### src/rtl/oled_serial_win.sv
`default_nettype none
// +--------------------------------------------------------------------------+
// | Module  : oled_serial_win                                                |
// | Brief   : Byte-serial OLED frame streamer (SSD1306 / SH1106) with dirty  |
// |           window updates and runtime contrast / invert / on-off.         |
// | Revision: 1.0                                                            |
// +--------------------------------------------------------------------------+
module oled_serial_win #(
    parameter int         MAIN_CLK      = 50_000_000,
    parameter int         BUS_BITS      = 8,
    parameter int         SCREEN_WIDTH  = 128,
    parameter int         SCREEN_HEIGHT = 64,
    parameter int         CTRL_TYPE     = 0,
    parameter int         COL_OFFS      = 0,
    parameter int         WAIT_RESET    = MAIN_CLK / 50,
    parameter int         WAIT_UPDATE   = MAIN_CLK / 20,
    parameter logic [7:0] CONTRAST      = 8'hff,
    parameter int         SCREEN_PAGES  = SCREEN_HEIGHT / BUS_BITS,
    parameter int         HCTR_BITS     = $clog2(SCREEN_WIDTH),
    parameter int         VCTR_BITS     = $clog2(SCREEN_HEIGHT),
    parameter int         PAGE_BITS     = $clog2(SCREEN_PAGES)
) (
    input  logic                 in_clk,
    input  logic                 in_rst_n,
    input  logic                 in_update,
    input  logic [HCTR_BITS-1:0] in_x0,
    input  logic [HCTR_BITS-1:0] in_x1,
    input  logic [PAGE_BITS-1:0] in_p0,
    input  logic [PAGE_BITS-1:0] in_p1,
    input  logic [7:0]           in_contrast,
    input  logic                 in_set_contrast,
    input  logic                 in_invert,
    input  logic                 in_disp_on,
    input  logic [BUS_BITS-1:0]  in_pixels,
    output logic [HCTR_BITS-1:0] out_hpix,
    output logic [VCTR_BITS-1:0] out_vpix,
    output logic [PAGE_BITS-1:0] out_vpage,
    output logic                 out_busy,
    output logic                 out_frame_done,
    input  logic                 in_bus_ready,
    input  logic                 in_bus_next_word,
    output logic                 out_bus_enable,
    output logic [BUS_BITS-1:0]  out_bus_data
);

    localparam int c_ROW_BITS = VCTR_BITS - PAGE_BITS;
    // Timer covers one second or the longest wait, whichever is larger.
    localparam int c_TMR_MAX  = (MAIN_CLK > WAIT_RESET) ?
                                ((MAIN_CLK > WAIT_UPDATE) ? MAIN_CLK : WAIT_UPDATE) :
                                ((WAIT_RESET > WAIT_UPDATE) ? WAIT_RESET : WAIT_UPDATE);
    localparam int c_TMR_BITS = $clog2(c_TMR_MAX + 1);
    localparam logic [HCTR_BITS-1:0] c_X_MAX = HCTR_BITS'(SCREEN_WIDTH - 1);
    localparam logic [PAGE_BITS-1:0] c_P_MAX = PAGE_BITS'(SCREEN_PAGES - 1);
    localparam logic [7:0] c_COL_OFFS = 8'(COL_OFFS);

    localparam logic [3:0] S_RESET     = 4'd0;
    localparam logic [3:0] S_INIT      = 4'd1;
    localparam logic [3:0] S_WAIT_IDLE = 4'd2;
    localparam logic [3:0] S_IDLE      = 4'd3;
    localparam logic [3:0] S_SETTING   = 4'd4;
    localparam logic [3:0] S_FRAME_CMD = 4'd5;
    localparam logic [3:0] S_PAGE_CMD  = 4'd6;
    localparam logic [3:0] S_DATA_CMD  = 4'd7;
    localparam logic [3:0] S_DATA      = 4'd8;
    localparam logic [3:0] S_WAIT_DONE = 4'd9;
    localparam logic [3:0] S_DONE      = 4'd10;

    localparam logic [1:0] c_SEL_CON = 2'd0;
    localparam logic [1:0] c_SEL_INV = 2'd1;
    localparam logic [1:0] c_SEL_ON  = 2'd2;

    logic [3:0]            r_state, w_next_state;
    logic                  r_nw_prev;
    logic [c_TMR_BITS-1:0] r_tmr;
    logic [4:0]            r_idx;
    logic [HCTR_BITS-1:0]  r_col, r_x0, r_x1;
    logic [PAGE_BITS-1:0]  r_page, r_p0, r_p1;
    logic                  r_pend_upd, r_pend_con, r_sent_inv, r_sent_on;
    logic [1:0]            r_set_sel;
    logic [7:0]            r_set_val;

    logic                  w_bus_cycle, w_pend_inv, w_pend_on, w_set_any, w_frame_go;
    logic                  w_start, w_set_last, w_set_done, w_cmd_state;
    logic                  w_col_last, w_page_last, w_win_bad;
    logic [HCTR_BITS-1:0]  w_x1c, w_x0s, w_x1s;
    logic [PAGE_BITS-1:0]  w_p1c, w_p0s, w_p1s;
    logic [7:0]            w_colb, w_cmd;

    function automatic logic [7:0] f_init_byte(input logic [4:0] idx);
        case (idx)
            5'd0:  f_init_byte = 8'h80;  5'd1:  f_init_byte = 8'hAE;
            5'd2:  f_init_byte = 8'h00;  5'd3:  f_init_byte = 8'hD5;
            5'd4:  f_init_byte = 8'hF0;  5'd5:  f_init_byte = 8'h00;
            5'd6:  f_init_byte = 8'hA8;  5'd7:  f_init_byte = 8'(SCREEN_HEIGHT - 1);
            5'd8:  f_init_byte = 8'h00;  5'd9:  f_init_byte = 8'h20;
            5'd10: f_init_byte = 8'h00;  5'd11: f_init_byte = 8'h80;
            5'd12: f_init_byte = 8'hA1;  5'd13: f_init_byte = 8'h80;
            5'd14: f_init_byte = 8'hC8;  5'd15: f_init_byte = 8'h00;
            5'd16: f_init_byte = 8'hD3;  5'd17: f_init_byte = 8'h00;
            5'd18: f_init_byte = 8'h00;  5'd19: f_init_byte = 8'h81;
            5'd20: f_init_byte = CONTRAST; 5'd21: f_init_byte = 8'h80;
            5'd22: f_init_byte = 8'hA6;  5'd23: f_init_byte = 8'h00;
            5'd24: f_init_byte = 8'h8D;  5'd25: f_init_byte = 8'h14;
            5'd26: f_init_byte = 8'h80;  5'd27: f_init_byte = 8'hAF;
            5'd28: f_init_byte = 8'h80;  5'd29: f_init_byte = 8'hA4;
            default: f_init_byte = 8'h00;
        endcase
    endfunction

    assign w_bus_cycle = in_bus_next_word & ~r_nw_prev;
    // Invert / on-off are pending whenever the level differs from what the panel last received.
    assign w_pend_inv  = in_invert ^ r_sent_inv;
    assign w_pend_on   = in_disp_on ^ r_sent_on;
    assign w_set_any   = r_pend_con | w_pend_inv | w_pend_on;
    assign w_frame_go  = r_pend_upd && (r_tmr >= c_TMR_BITS'(WAIT_UPDATE));
    assign w_start     = (r_state == S_IDLE) && !w_set_any && w_frame_go;
    assign w_set_last  = (r_set_sel == c_SEL_CON) ? (r_idx == 5'd3) : (r_idx == 5'd1);
    assign w_set_done  = (r_state == S_SETTING) && w_bus_cycle && w_set_last;
    assign w_cmd_state = (r_state == S_INIT) || (r_state == S_SETTING) ||
                         (r_state == S_FRAME_CMD) || (r_state == S_PAGE_CMD);
    assign w_col_last  = (r_col == r_x1);
    assign w_page_last = (r_page == r_p1);

    assign w_x1c     = (32'(in_x1) > 32'(SCREEN_WIDTH - 1)) ? c_X_MAX : in_x1;
    assign w_p1c     = (32'(in_p1) > 32'(SCREEN_PAGES - 1)) ? c_P_MAX : in_p1;
    assign w_win_bad = (in_x0 > w_x1c) || (in_p0 > w_p1c);
    assign w_x0s     = w_win_bad ? '0      : in_x0;
    assign w_x1s     = w_win_bad ? c_X_MAX : w_x1c;
    assign w_p0s     = w_win_bad ? '0      : in_p0;
    assign w_p1s     = w_win_bad ? c_P_MAX : w_p1c;
    assign w_colb    = 8'(r_x0) + c_COL_OFFS;

    always_ff @(posedge in_clk or negedge in_rst_n) begin
        if (!in_rst_n) r_state <= S_RESET;
        else           r_state <= w_next_state;
    end

    always_comb begin
        w_next_state = r_state;
        case (r_state)
            S_RESET:     if (r_tmr >= c_TMR_BITS'(WAIT_RESET)) w_next_state = S_INIT;
            S_INIT:      if (w_bus_cycle && r_idx == 5'd29) w_next_state = S_WAIT_IDLE;
            S_WAIT_IDLE: if (in_bus_ready) w_next_state = S_IDLE;
            S_IDLE: begin
                if (w_set_any)       w_next_state = S_SETTING;
                else if (w_frame_go) w_next_state = (CTRL_TYPE == 1) ? S_PAGE_CMD : S_FRAME_CMD;
            end
            S_SETTING:   if (w_bus_cycle && w_set_last) w_next_state = S_WAIT_IDLE;
            S_FRAME_CMD: if (w_bus_cycle && r_idx == 5'd7) w_next_state = S_DATA_CMD;
            S_PAGE_CMD:  if (w_bus_cycle && r_idx == 5'd5) w_next_state = S_DATA_CMD;
            S_DATA_CMD:  if (w_bus_cycle) w_next_state = S_DATA;
            S_DATA: begin
                if (w_bus_cycle && w_col_last) begin
                    if (w_page_last)          w_next_state = S_WAIT_DONE;
                    else if (CTRL_TYPE == 1)  w_next_state = S_PAGE_CMD;
                end
            end
            S_WAIT_DONE: if (in_bus_ready) w_next_state = S_DONE;
            S_DONE:      w_next_state = S_IDLE;
            default:     w_next_state = S_RESET;
        endcase
    end

    always_ff @(posedge in_clk or negedge in_rst_n) begin
        if (!in_rst_n) begin
            r_nw_prev  <= 1'b0;
            r_tmr      <= '0;
            r_idx      <= '0;
            r_col      <= '0;
            r_page     <= '0;
            r_x0       <= '0;
            r_x1       <= '0;
            r_p0       <= '0;
            r_p1       <= '0;
            r_pend_upd <= 1'b0;
            r_pend_con <= 1'b0;
            r_sent_inv <= 1'b0;
            r_sent_on  <= 1'b1;
            r_set_sel  <= c_SEL_CON;
            r_set_val  <= 8'h00;
        end else begin
            r_nw_prev  <= in_bus_next_word;
            r_pend_upd <= in_update | (r_pend_upd & ~w_start);
            r_pend_con <= in_set_contrast | (r_pend_con & ~(w_set_done && r_set_sel == c_SEL_CON));

            if ((r_state == S_RESET && w_next_state == S_INIT) || w_start)
                r_tmr <= '0;
            else if (r_tmr != c_TMR_BITS'(c_TMR_MAX))
                r_tmr <= r_tmr + 1'b1;

            if (w_next_state != r_state)
                r_idx <= '0;
            else if (w_bus_cycle && w_cmd_state)
                r_idx <= r_idx + 5'd1;

            if ((r_state == S_IDLE) && w_set_any) begin
                if (r_pend_con) begin
                    r_set_sel <= c_SEL_CON;
                    r_set_val <= in_contrast;
                end else if (w_pend_inv) begin
                    r_set_sel <= c_SEL_INV;
                    r_set_val <= {7'd0, in_invert};
                end else begin
                    r_set_sel <= c_SEL_ON;
                    r_set_val <= {7'd0, in_disp_on};
                end
            end

            if (w_set_done && r_set_sel == c_SEL_INV) r_sent_inv <= r_set_val[0];
            if (w_set_done && r_set_sel == c_SEL_ON)  r_sent_on  <= r_set_val[0];

            if (w_start) begin
                r_x0   <= w_x0s;
                r_x1   <= w_x1s;
                r_p0   <= w_p0s;
                r_p1   <= w_p1s;
                r_col  <= w_x0s;
                r_page <= w_p0s;
            end else if (r_state == S_DATA && w_bus_cycle) begin
                if (w_col_last) begin
                    r_col <= r_x0;
                    if (!w_page_last) r_page <= r_page + 1'b1;
                end else begin
                    r_col <= r_col + 1'b1;
                end
            end
        end
    end

    always_comb begin
        w_cmd = 8'h00;
        case (r_state)
            S_INIT: w_cmd = f_init_byte(r_idx);
            S_SETTING: begin
                case (r_idx[1:0])
                    2'd0:    w_cmd = 8'h80;
                    2'd1:    w_cmd = (r_set_sel == c_SEL_CON) ? 8'h81 :
                                     (r_set_sel == c_SEL_INV) ? (8'hA6 | {7'd0, r_set_val[0]}) :
                                                                (8'hAE | {7'd0, r_set_val[0]});
                    2'd2:    w_cmd = 8'h80;
                    default: w_cmd = r_set_val;
                endcase
            end
            S_FRAME_CMD: begin
                case (r_idx[2:0])
                    3'd1:    w_cmd = 8'h21;
                    3'd2:    w_cmd = 8'(r_x0);
                    3'd3:    w_cmd = 8'(r_x1);
                    3'd5:    w_cmd = 8'h22;
                    3'd6:    w_cmd = 8'(r_p0);
                    3'd7:    w_cmd = 8'(r_p1);
                    default: w_cmd = 8'h00;
                endcase
            end
            S_PAGE_CMD: begin
                case (r_idx[2:0])
                    3'd1:    w_cmd = 8'hB0 | 8'(r_page);
                    3'd3:    w_cmd = {4'h0, w_colb[3:0]};
                    3'd5:    w_cmd = {4'h1, w_colb[7:4]};
                    default: w_cmd = 8'h00;
                endcase
            end
            S_DATA_CMD: w_cmd = 8'h40;
            default:    w_cmd = 8'h00;
        endcase
    end

    assign out_bus_data   = (r_state == S_DATA) ? in_pixels : BUS_BITS'(w_cmd);
    assign out_bus_enable = w_cmd_state || (r_state == S_DATA_CMD) || (r_state == S_DATA);
    assign out_busy       = (r_state == S_FRAME_CMD) || (r_state == S_PAGE_CMD) ||
                            (r_state == S_DATA_CMD) || (r_state == S_DATA) ||
                            (r_state == S_WAIT_DONE);
    assign out_frame_done = (r_state == S_DONE);
    assign out_hpix       = r_col;
    assign out_vpage      = r_page;
    assign out_vpix       = {r_page, {c_ROW_BITS{1'b0}}};

endmodule
`default_nettype wire

### config.mk
export PLATFORM = sky130hd
export DESIGN_NAME = oled_serial_win
export DESIGN_NICKNAME = d
export VERILOG_FILES = /design/src/rtl/oled_serial_win.sv
export SDC_FILE = /design/constraint.sdc
export NUM_CORES = 1
export LEC_CHECK = 0
export ABC_AREA = 1
export BUFFER_PORTS_ARGS = -buffer_cell sky130_fd_sc_hd__buf_2
export CORE_AREA = 2 2 110 112
export CTS_BUF_LIST = sky130_fd_sc_hd__clkbuf_16
export DETAILED_ROUTE_END_ITERATION = 8
export DIE_AREA = 0 0 112 114
export PLACE_DENSITY_LB_ADDON = 0.08
export RECOVER_POWER = 25
export SETUP_SLACK_MARGIN = 0.5
export SYNTH_ARGS = -nofsm -noshare
export SYNTH_HDL_FRONTEND = slang
export SYNTH_SLANG_ARGS = --single-unit
### constraint.sdc
create_clock -name in_clk -period 2.4 [get_ports in_clk]
set_clock_uncertainty 0.2 [all_clocks]
set_input_delay 0.48 -clock in_clk [delete_from_list [all_inputs] [get_ports in_clk]]
set_output_delay 0.48 -clock in_clk [all_outputs]
set_load 0.005 [all_outputs]
==> flow_summary.yaml <==
run_status:
  status: "finished, violations left"
  violations: "negative setup slack"
clocking:
  htree_levels: 3
  clock-root-buffer: "clkbuf_16"
  insertion_delay_ns: 0.36
  clk_pin_slew_worst_paths_ns: 0.06
  clockBufferDepth: 2
  cts_buffers: 9
  cts_tree: "done"
  clkSinkCount: 80
synthesis:
  ys_warn_count: 0
  synth_most_common_cell: "nand2_1"
  synth_cells: 776
  ys_ff_latch: 80
  synth_compound_area_share_pct: 13.9
  netlist_top_cells_area: "dfrtp_1 (35%), nand2_1 (9.5%), nor2_1 (6.6%)"
  yosysSeqAreaShare_pct: 35.2
  synth_cell_types: 52
  post_synth_fa_ha_maj_area_fraction_pct: 5.05
  synth-simple-area-share_pct: 30.2
  yosys-top-cells-count: "nand2_1 (144), nor2_1 (100), inv_1 (97), dfrtp_1 (79), o21ai_0 (68)"
  synthesis.area_um2: 5700
  avgSynthCellArea_um2: 7.34
  synth_xor_xnor_area_share_pct: 5.53
  synth_enable_flop_cells: 0
  synth.mux.area_fraction_pct: 0.176
  yosysTopAreaCell: "dfrtp_1"
  synth_top_area_share_pct: 34.7
  async_flop_share_pct: 100
  synth_top_family_by_area: "simple AND/OR/NAND/NOR gates"
  ys.flop_type: "dfrtp_1"
floorplan:
  rows: 40
  die_area_um2: 12800
  die_w_um: 112
  io_pins: 71
  start_util_pct: 48.7
  dieHeight_um: 114
  fp.coreArea_um2: 11700
timing:
  setup_violations: 8
  tightest_slew_ns: 0.846
  hold_viol: 0
  layout_setup_ws_ns: -0.372
  fmax_mhz: 361
  slew_headroom_pct: 43.6
  fin_crit_ns: 2.77
  finalCritPeriodShare_pct: 116
  rsz0062_at_grt: "true"
  hold_slack_ns: 0.0610
  slew_viol_final: 0
routing:
  route.detailed.drc: 0
  drtIter0Drc: 475
  num_vias: 6206
  wl_um: 20000
  ant_nets: 0
  avgViaCountPerCell: 5.68
  detail_route.wl_per_cell_um: 18.3
  dr.pass1.iters: 5
critical_path:
  cp_data_arrival_time_ns: 2.09
  path_cells: "inv_4 > ha_2 > nand2_2 > o21ai_1 > a211oi_2 > o21ai_1 > a21oi_2 > o311ai_2 > buf_2"
  crit_path_frequent_cell: "o21ai_1"
  crit_type: "register to output pin"
  crit_required_ns: 1.72
  crit_path_end_kind: "output pin"
  max_stage_delay_ns: 0.47
  worst-path-max-fanout: 5
  setup.worst_path.start_class: "register"
  slowest_stage: "dfrtp_2"
global_route:
  antenna_found_initial: 0
  grt_pass1_vias: 5908
  overflow: 0
  grt_max_degree: 33
  track_usage_pct: 30.4
  grt_pass1_wl_um: 30700
placed_design:
  placed_cells: 999
  io_buffers: 67
  dp_worst_setup_slack_ns: 0.0146
  place_congestion: 0.917
  dp_hpwl_um: 12400
power:
  power.density_nw_per_um2: 356
  p_total_mw: 3.05
  p_leak_nw: 3.98
  ir_drop_mv: 0.485
final_layout:
  nets: 1007
  fin_cells: 1092
  drive_above_1_share_pct: 42.1
  area_growth_pct: 50.5
  diodes: 0
flow_run:
  max-cap-violations: 0
hold_path:
  hp-class: "input port to register"
==> layout make-up <==
class	count	area, um^2
Clock buffer	9	225
Multi-Input combinational cell	569	4130
Inverter	107	474
Timing Repair inverter	1	11.3
Fill cell	865	3130
Clock inverter	7	57.6
Tap cell	147	184
Timing Repair Buffer	172	1480
Sequential cell	80	2020
==> worst max-delay path, delay by kind of cell, from the launching register on <==
kind,cells,cell delay (ns)
buffers and inverters,2,0.24
and+or+nand+nor,1,0.13
AOI/OAI and AO/OA,5,0.67
DFF,1,0.47
adders and majority gates,1,0.23
==> where the power goes <==
| group | internal (mW) | total [mW] | switching (mW) | leakage (nW) |
|---|---|---|---|---|
| combinational | 0.103 | 0.282 | 0.180 | 2.86 |
| clock | 0.789 | 1.36 | 0.572 | 0.148 |
| sequential | 1.38 | 1.41 | 0.0334 | 0.974 |
==> per-layer routing <==
| layer | vias up | part of all wire [%] | track usage, % |
|---|---|---|---|
| li1 | 2897 | - | - |
| met1 | 2966 | 41 | 40.1 |
| met2 | 284 | 49 | 50.6 |
| met3 | 59 | 6.7 | 5.26 |
| met4 | 0 | 3.8 | 11.2 |
| met5 | - | 0 | 0 |
==> worst paths after layout <==
| path | from | to | cells after the start | slack (ns) |
|---|---|---|---|---|
| max in group asynchronous | in_rst_n | r_idx[1] | 3 | 0.38 |
| min | in_bus_next_word | r_nw_prev | 1 | 0.06 |
| max | r_idx[0] | out_bus_data[0] | 9 | -0.37 |
| min reg2reg | r_set_val[7] | r_set_val[7] | 2 | 0.27 |
| min in group asynchronous | in_rst_n | r_tmr[2] | 2 | 0.56 |
| max reg2reg | r_idx[1] | r_idx[3] | 12 | 0.16 |
==> cells in the final DEF (no fill, tap or decap), types with 18 or more instances in the layout <==
cell type,instances
o21ai_2,29
xor2_1,28
nor2_4,26
buf_4,68
buf_2,64
nor2_1,63
o21ai_0,29
dfrtp_1,66
nand3_1,46
nor2_2,23
nand2_1,120
inv_1,86
nand2_2,18
==> stage by stage <==
step / utilization (%) / cell area [um^2] / setup TNS [ns]
6_report: 73.2 / 8580 / -2.49
5_1_grt: 73.2 / 8580 / -3.21
4_1_cts: 66.8 / 7830 / -2.37
3_5_place_dp: 54.8 / 6410 / 0
3_3_place_gp: 54.8 / 6410 / 0
2_1_floorplan: - / 5790 / 0
==> state kept, by name (all words and copies together), names as in the netlist <==
signal / cells
r_p0: 3
r_idx: 5
r_x0: 7
r_set_val: 8
r_state: 4
r_pend_con: 1
out_hpix: 7
r_set_sel: 2
r_p1: 3
r_x1: 7
r_tmr: 26
r_nw_prev: 1
out_vpage: 3
r_sent_on: 1
r_sent_inv: 1
r_pend_upd: 1
==> cell families (layout without fill, tap and decap cells) <==
logic type	count (synthesis)	count (layout)
compound gates	134	134
buf+inv	132	296
flops	80	80
fa+ha+maj	23	23
mux	1	1
other cells	1	3
simple gates	369	372
xor+xnor	36	36
==> what timing repair did <==
item | CTS | global route
resized for setup | 196 | 114
hold buffers | 1 | 0
cloned | 10 | 1
pin swaps | 36 | 54
setup buffers | 31 | 34
endpoints found under the hold margin | 30 | 0
setup endpoints to repair | 75 | 77
Power figures use the tool's default switching activity.
